**src/rtl/x_200_mod_4051_loader.sv**
```systemverilog
// Front end for the 200-bit mod-4051 reducer: packs a 32-bit word stream into X_OUT,
// waits MOD_LAT+1 cycles for the reducer, then captures R_IN and hands it out.
module x_200_mod_4051_loader #(
    parameter int unsigned MOD_LAT = 0
) (
    input  logic         CLK,
    input  logic         RST,
    input  logic [32:1]  IN_DATA,
    input  logic         IN_VALID,
    input  logic         IN_LAST,
    output logic         IN_READY,
    output logic [200:1] X_OUT,
    input  logic [12:1]  R_IN,
    output logic [12:1]  R_OUT,
    output logic         R_VALID,
    input  logic         R_READY,
    output logic         ERR
);

    typedef enum logic [1:0] {
        ST_LOAD,
        ST_EVAL,
        ST_HOLD
    } state_t;

    localparam logic [3:0] LAT = 4'(MOD_LAT);

    state_t         state_reg, state_next;
    logic [2:0]     k_reg, k_next;
    logic [3:0]     wait_reg, wait_next;
    logic [200:1]   x_reg, x_next;
    logic [12:1]    r_reg, r_next;
    logic           err_reg, err_next;
    logic           accept;

    assign accept = (state_reg == ST_LOAD) && IN_VALID;

    // Beat 0 loads word 0 and zeroes everything above it, so short operands zero-extend.
    genvar gi;
    generate
        for (gi = 0; gi < 6; gi++) begin : g_word
            assign x_next[32*gi+32 : 32*gi+1] =
                (k_reg == 3'(gi)) ? IN_DATA :
                (k_reg == 3'd0)   ? 32'd0   :
                                    x_reg[32*gi+32 : 32*gi+1];
        end
    endgenerate

    // Only 8 bits of the seventh word fit in the 200-bit operand.
    assign x_next[200:193] = (k_reg == 3'd6) ? IN_DATA[8:1] :
                             (k_reg == 3'd0) ? 8'd0         :
                                               x_reg[200:193];

    always_ff @(posedge CLK) begin
        if (RST) begin
            state_reg <= ST_LOAD;
            k_reg     <= 3'd0;
            wait_reg  <= 4'd0;
            x_reg     <= '0;
            r_reg     <= '0;
            err_reg   <= 1'b0;
        end else begin
            state_reg <= state_next;
            k_reg     <= k_next;
            wait_reg  <= wait_next;
            r_reg     <= r_next;
            err_reg   <= err_next;
            if (accept) begin
                x_reg <= x_next;
            end
        end
    end

    always_comb begin
        state_next = state_reg;
        k_next     = k_reg;
        wait_next  = wait_reg;
        r_next     = r_reg;
        err_next   = 1'b0;
        IN_READY   = 1'b0;
        R_VALID    = 1'b0;
        case (state_reg)
            ST_LOAD: begin
                IN_READY = 1'b1;
                if (IN_VALID) begin
                    if (IN_LAST || (k_reg == 3'd6)) begin
                        state_next = ST_EVAL;
                        k_next     = 3'd0;
                        wait_next  = LAT;
                        err_next   = !IN_LAST;
                    end else begin
                        k_next = k_reg + 3'd1;
                    end
                end
            end
            ST_EVAL: begin
                if (wait_reg == 4'd0) begin
                    r_next     = R_IN;
                    state_next = ST_HOLD;
                end else begin
                    wait_next = wait_reg - 4'd1;
                end
            end
            ST_HOLD: begin
                R_VALID = 1'b1;
                if (R_READY) begin
                    state_next = ST_LOAD;
                end
            end
            default: begin
                state_next = ST_LOAD;
            end
        endcase
    end

    assign X_OUT = x_reg;
    assign R_OUT = r_reg;
    assign ERR   = err_reg;

endmodule

```
**config.mk**
```make
export PLATFORM = sky130hd
export DESIGN_NAME = x_200_mod_4051_loader
export DESIGN_NICKNAME = d
export VERILOG_FILES = /design/src/rtl/x_200_mod_4051_loader.sv
export SDC_FILE = /design/constraint.sdc
export NUM_CORES = 1
export LEC_CHECK = 0
export ABC_AREA = 1
export ABC_CLOCK_PERIOD_IN_PS = 2100
export CELL_PAD_IN_SITES_DETAIL_PLACEMENT = 1
export CELL_PAD_IN_SITES_GLOBAL_PLACEMENT = 1
export CORE_MARGIN = 5
export CORE_UTILIZATION = 30
export CTS_BUF_LIST = sky130_fd_sc_hd__clkbuf_16
export CTS_CLUSTER_DIAMETER = 30
export CTS_CLUSTER_SIZE = 10
export DETAILED_ROUTE_END_ITERATION = 10
export GPL_ROUTABILITY_DRIVEN = 0
export PLACE_DENSITY = 0.72
export SYNTH_ARGS = -nofsm -noshare
export SYNTH_HDL_FRONTEND = slang
export SYNTH_SLANG_ARGS = --single-unit
export TNS_END_PERCENT = 5
```
**constraint.sdc**
```tcl
create_clock -name CLK -period 2.1 [get_ports CLK]
set_input_delay 0.315 -clock CLK [delete_from_list [all_inputs] [get_ports CLK]]
set_output_delay 0.315 -clock CLK [all_outputs]
set_load 0.02 [all_outputs]
```
==> results.cfg, run 1 <==
[floorplan]
die_area_um2 = 30700
ios = 264
start_util_pct = 30.4
die_w_um = 175
core_area_um2 = 27000
rows = 60
die_y_um = 175

[synth]
yosysTopAreaCell = dfxtp_1
ys_types = 29
yosys_warnings = 0
synth_top_area_share_pct = 54.2
syn_area_um2 = 8200
synthCells = 1060
syn-mean-instance-area_um2 = 7.73
synth_seq_cells = 222
yosys-top-cells-area = dfxtp_1 54%, nand2_1 15%, a21oi_1 9.8%
yosysSeqAreaShare_pct = 54.2
synth_nets = 1115

[drt]
drt_iter0_drc = 445
routed_wl_um = 34100
via_per_inst = 4.89
vias = 8402
route.detailed.drc = 0
ant_nets = 0
wl_per_cell_um = 19.8
drt_pass1_iterations = 4

[power_and_ir_drop]
vdd_drop_max_mv = 0.713
p_leak_nw = 4.85
power_density_nw_per_um2 = 1130

[hold_path]
worstHoldStart = RST
worstHoldPathCells = 4
hold_path_class = input pin to register

[global_route]
grt_max_degree = 130
grt_pass1_wl_um = 52300
grt_pass1_vias = 8893
overflow = 0
antenna_found_initial = 0
grt_usage_pct = 21.4

[cells_and_area]
final_core_util_pct = 49.1
fillCellCount = 3152
drive_gt1_share_pct = 10.5
largest_reg_flops = 200
areaGrowthSynthToFinish_pct = 61.4
layout_common_cells = 338 x nand2_1, 261 x clkdlybuf4s50_1, 220 x dfxtp_1
final_area_um2 = 13200
n_antenna_cell = 0
final_nets = 1389
layout_commonest_cell = nand2_1

[cts]
h-tree-depth = 2
clk_latency_ns = 0.55
cts.sinks = 222
cts_tree = built
clk_pin_slew_worst_paths_ns = 0.05
cts-buffers-inserted = 54
cts_root_buffer = clkbuf_16
clk_path_buf_depth = 3
postCtsSetupBuffers = 0

[sta]
finalSetupViolCount = 0
skew_ns = 0.0265
fmaxAchievable_mhz = 492
slew_headroom_pct = 32.4
worst_slew_pin_slew_ns = 1.01
finalHoldViolations = 0
finalCriticalPeriod_ns = 2.03
drv_slew = 0
rsz0062_at_grt = true
fin_crit_sh_pct = 96.7
hold_slack_ns = 0.274

[critical_path]
cp_max_fo = 28
cp-endpoint = X_OUT[55]
worst-setup-path-type = register to register
worst_ep_required_time_ns = 2.55
cp.arrival_ns = 2.48
critPathLaunchType = register
r2r-end = X_OUT[55]
rr_startpoint = k_reg[1]
end_kind = register
reg2reg_slack_ns = 0.07
reg2reg_depth = 7
startpoint = k_reg[1]

[placed_design]
hpwl_um = 22000
io_buffer_count = 263
place_area_um2 = 11200

[outcome]
status = completed

[job]
max_cap_violations = 0
-- synthesized netlist by cell type --
cell and instances:
nand2_2 2, o21ai_0 45, clkbuf_1 34, buf_6 3
nor2_1 101, dfxtp_1 222, nand3b_1 1, buf_4 6
a21oi_4 1, nor4_2 1, nor2_2 6, o21ai_2 2
nor3_1 33, o21ai_4 1, inv_2 3, nand2_8 1
buf_2 27, ha_1 6, nand2_1 338, inv_4 1
o21bai_1 1, nor2_8 1, nand3_1 39, inv_1 18
a21oi_2 1, o21ai_1 2, a21oi_1 160, clkinv_1 2
nor2_4 2
-- kinds of logic after synthesis --
family / Yosys count / share of synthesized area [%]
AOI/OAI and AO/OA: 213 / 13.4
DFF: 222 / 54.2
adders and majority gates: 6 / 0.916
and+or+nand+nor: 525 / 26.1
buffers and inverters: 94 / 5.30
-- power by group --
part | internal, W | leakage, nW | switching, W | total (W)
Combinational | 0.000509 | 2.08 | 0.000916 | 0.00142
Clock | 0.00640 | 0.971 | 0.00264 | 0.00904
Sequential | 0.00437 | 1.80 | 0.0000783 | 0.00445
Total | 0.0113 | 4.85 | 0.00364 | 0.0149
-- worst min path at each step --
stage	slack, ns	to
after floorplan	0.39	ERR
after CTS	0.26	wait_reg[3]
after global placement	0.45	X_OUT[98]
after detailed placement	0.45	X_OUT[164]
after global routing	0.28	wait_reg[3]
final	0.27	wait_reg[3]
-- area by class of cell --
cell class,instances,area [um^2],share of cell area [%]
Multi-Input combinational cell,745,3360,25.4
Clock inverter,45,631,4.77
Clock buffer,54,1350,10.2
Inverter,24,92.6,0.700
Sequential cell,222,4450,33.6
Tap cell,341,427,3.22
Timing Repair Buffer,287,2920,22.1
-- timing repair --
item,CTS,global route
hold buffers,0,0
pin swaps,1,4
resized for setup,1,6
cloned,0,1
setup endpoints to repair,2,60
hold endpoints to repair,0,0
-- layer usage --
metal / track usage, % / vias up / wire length [um]
met5: 0 / - / 0
met4: 6.12 / 0 / 697
met3: 5.27 / 45 / 2730
met2: 37.0 / 257 / 16500
met1: 26.5 / 4101 / 14100
li1: - / 3999 / -
-- stage by stage --
step | instances | setup TNS [ns] | worst slack [ns] | power, W
finish | 1718 | 0 | 0.0684 | 0.0149
global route | 1718 | -0.550 | -0.0407 | 0.0154
CTS | 1717 | 0 | 0.000479 | 0.0150
detailed placement | 1618 | 0 | 0.00365 | 0.00594
global placement | 1618 | 0 | 0.105 | 0.00591
floorplan | 1060 | 0 | 0.599 | 0.00522
-- worst max-delay path: stages (launching register included) --
cell	delay, ns
dfxtp_1	0.37
inv_1	0.08
ha_2	0.21
nand2_8	0.10
inv_2	0.07
o21ai_4	0.78
nand2_1	0.16
a21oi_1	0.15
(Power assumes the default switching activity.)
==> run 2: changes to the inputs <==
--- a/config.mk
+++ b/config.mk
@@ -12,7 +12,7 @@
 export CORE_MARGIN = 5
 export CORE_UTILIZATION = 30
 export CTS_BUF_LIST = sky130_fd_sc_hd__clkbuf_16
-export CTS_CLUSTER_DIAMETER = 30
+export CTS_CLUSTER_DIAMETER = 100
 export CTS_CLUSTER_SIZE = 10
 export DETAILED_ROUTE_END_ITERATION = 10
 export GPL_ROUTABILITY_DRIVEN = 0
@@ -20,4 +20,4 @@
 export SYNTH_ARGS = -nofsm -noshare
 export SYNTH_HDL_FRONTEND = slang
 export SYNTH_SLANG_ARGS = --single-unit
-export TNS_END_PERCENT = 5
+export TNS_END_PERCENT = 100
==> results.cfg, run 2 (synthesis gave the netlist of run 1 again) <==
[outcome]
status = completed

[power_and_ir_drop]
netSwitchingFraction_pct = 27.1
p_leak_nw = 4.24
power_density_nw_per_um2 = 817
p_int_w = 0.00712
total_power_w = 0.00976
p_clk_share_pct = 39.9
vdd_drop_max_mv = 0.517
pwr-share-comb_pct = 14.6
sequentialPowerShare_pct = 45.4
p_sw_w = 0.00264

[cts]
clk_latency_ns = 0.51
h-tree-depth = 1
clk_pin_slew_worst_paths_ns = 0.06
cts.sinks = 222
cts_root_buffer = clkbuf_16
cts_tree = built
cts-buffers-inserted = 26
ctsHoldBuffers = 0
clk_path_buf_depth = 3

[drt]
route.detailed.drc = 0
wl_per_cell_um = 19.9
routed_wl_um = 32900
drt_iter0_drc = 459
ant_nets = 0
vias = 8076
drt_pass1_iterations = 4
via_per_inst = 4.90

[critical_path]
rr_startpoint = k_reg[0]
reg2reg_slack_ns = 0.26
critPathLaunchType = register
r2r-end = X_OUT[55]
cp.arrival_ns = 1.63
end_kind = output pin
worst_ep_required_time_ns = 1.78
reg2reg_depth = 7
worst-setup-path-type = register to output pin
cp_max_fo = 3

[global_route]
antenna_found_initial = 0
grt_pass1_vias = 8363
grt_pass1_wl_um = 50200
grt_max_degree = 130
overflow = 0
grt_usage_pct = 20.6

[floorplan]
core_area_um2 = 27000
die_w_um = 175
ios = 264
die_area_um2 = 30700
rows = 60
start_util_pct = 30.4
die_y_um = 175

[sta]
finalSetupViolCount = 0
slew_headroom_pct = 55.3
fmaxAchievable_mhz = 514
finalHoldViolations = 0
hold_slack_ns = 0.293
finalCriticalPeriod_ns = 1.95
skew_ns = 0.0119
drv_slew = 0
fin_crit_sh_pct = 92.7
worst_slew_pin_slew_ns = 0.671
rsz0062_at_grt = false

[hold_path]
worstHoldStart = RST
worstHoldPathCells = 4
hold_path_class = input pin to register
hold_end = X_OUT[65]

[cells_and_area]
drive_gt1_share_pct = 6.20
layout_common_cells = 338 x nand2_1, 261 x clkdlybuf4s50_1, 220 x dfxtp_1
fillCellCount = 3236
areaGrowthSynthToFinish_pct = 45.8
largest_reg_flops = 200
final_nets = 1362
fin_cells = 1648
final_core_util_pct = 44.4
n_antenna_cell = 0
layout_commonest_cell = nand2_1

[job]
max_cap_violations = 0

[placed_design]
hpwl_um = 22000
dp.cells = 1618
io_buffer_count = 263
[run 2: changes by cell type in the layout (fill, tap and decap cells not counted), moves of 2 or more]
cell        before  now
inv_6            4    1
clkinv_4         4    0
inv_1           22   18
bufinv_16       14    0
a21oi_1        158  160
clkbuf_16       54   27
clkinv_2         5    0
o21ai_4          2    4
clkinv_1         7    1
clkinvlp_4       5    0
a21oi_2          3    1
[run 2: power by group through the flow]
| stage | registers, W | logic [W] | clock network (W) |
|---|---|---|---|
| 5_1_grt | 0.00445 | 0.00155 | 0.00415 |
| 4_1_cts | 0.00444 | 0.00144 | 0.00400 |
| 3_5_place_dp | 0.00452 | 0.00142 | 0 |
| 3_3_place_gp | 0.00452 | 0.00140 | 0 |
| 2_1_floorplan | 0.00468 | 0.000538 | 0 |
| 6_report | 0.00444 | 0.00143 | 0.00390 |
[run 2: metrics by stage]
stage / area [um^2] / setup TNS (ns) / setup WS (ns)
6_report: 12000 / 0 / 0.154
5_1_grt: 12000 / 0 / 0.0783
4_1_cts: 11900 / -0.0234 / -0.0212
3_5_place_dp: 11200 / 0 / 0.00365
3_3_place_gp: 11200 / 0 / 0.105
2_1_floorplan: 8200 / 0 / 0.599
[run 2: how the worst max path moves through the flow]
| stage | from | endpoint | slack (ns) | depth (start not counted) |
|---|---|---|---|---|
| global placement | k_reg[0] | X_OUT[109] | 0.11 | 7 |
| global route | state_reg[1] | IN_READY | 0.08 | 2 |
| detailed placement | k_reg[0] | X_OUT[55] | 0.004 | 7 |
| floorplan | k_reg[0] | X_OUT[100] | 0.60 | 8 |
| finish | state_reg[1] | IN_READY | 0.15 | 2 |
| CTS | k_reg[1] | X_OUT[55] | -0.02 | 7 |
[run 2: repair_timing]
item | in CTS | in global routing
setup endpoints to repair | 7 | 45
cloned | 1 | 1
setup buffers | 0 | 0
resized for setup | 1 | 4
pin swaps | 1 | 1
[run 2: critical path, cell delays in order (launching register included)]
cell and delay, ns:
dfxtp_1 0.34, nor2_4 0.14, clkdlybuf4s50_1 0.63
[run 2: cell type report]
cell class	count	area, um^2	area share (%)
Sequential cell	222	4450	37.2
Multi-Input combinational cell	746	3380	28.3
Clock inverter	1	8.76	0.0733
Inverter	24	92.6	0.775
Clock buffer	27	676	5.65
Timing Repair Buffer	287	2930	24.5
Tap cell	341	427	3.57
[run 2: routing by layer]
layer  global-route usage, %  share of wire (%)  up-vias  routed length, um
met5                       0                  0        -                  0
met2                    35.3                 48      221              15800
met4                    5.01                2.1        0                695
li1                        -                  -     3898                  -
met1                    26.3                 43     3914              14000
met3                    4.71                7.2       43               2370
==> run 3: changes to the inputs <==
--- a/config.mk
+++ b/config.mk
@@ -15,7 +15,7 @@
 export CTS_CLUSTER_DIAMETER = 100
 export CTS_CLUSTER_SIZE = 10
 export DETAILED_ROUTE_END_ITERATION = 10
-export GPL_ROUTABILITY_DRIVEN = 0
+export GPL_ROUTABILITY_DRIVEN = 1
 export PLACE_DENSITY = 0.72
 export SYNTH_ARGS = -nofsm -noshare
 export SYNTH_HDL_FRONTEND = slang
==> results of run 3 <==
The final DEF is identical to that of run 2; final timing and power are the same.
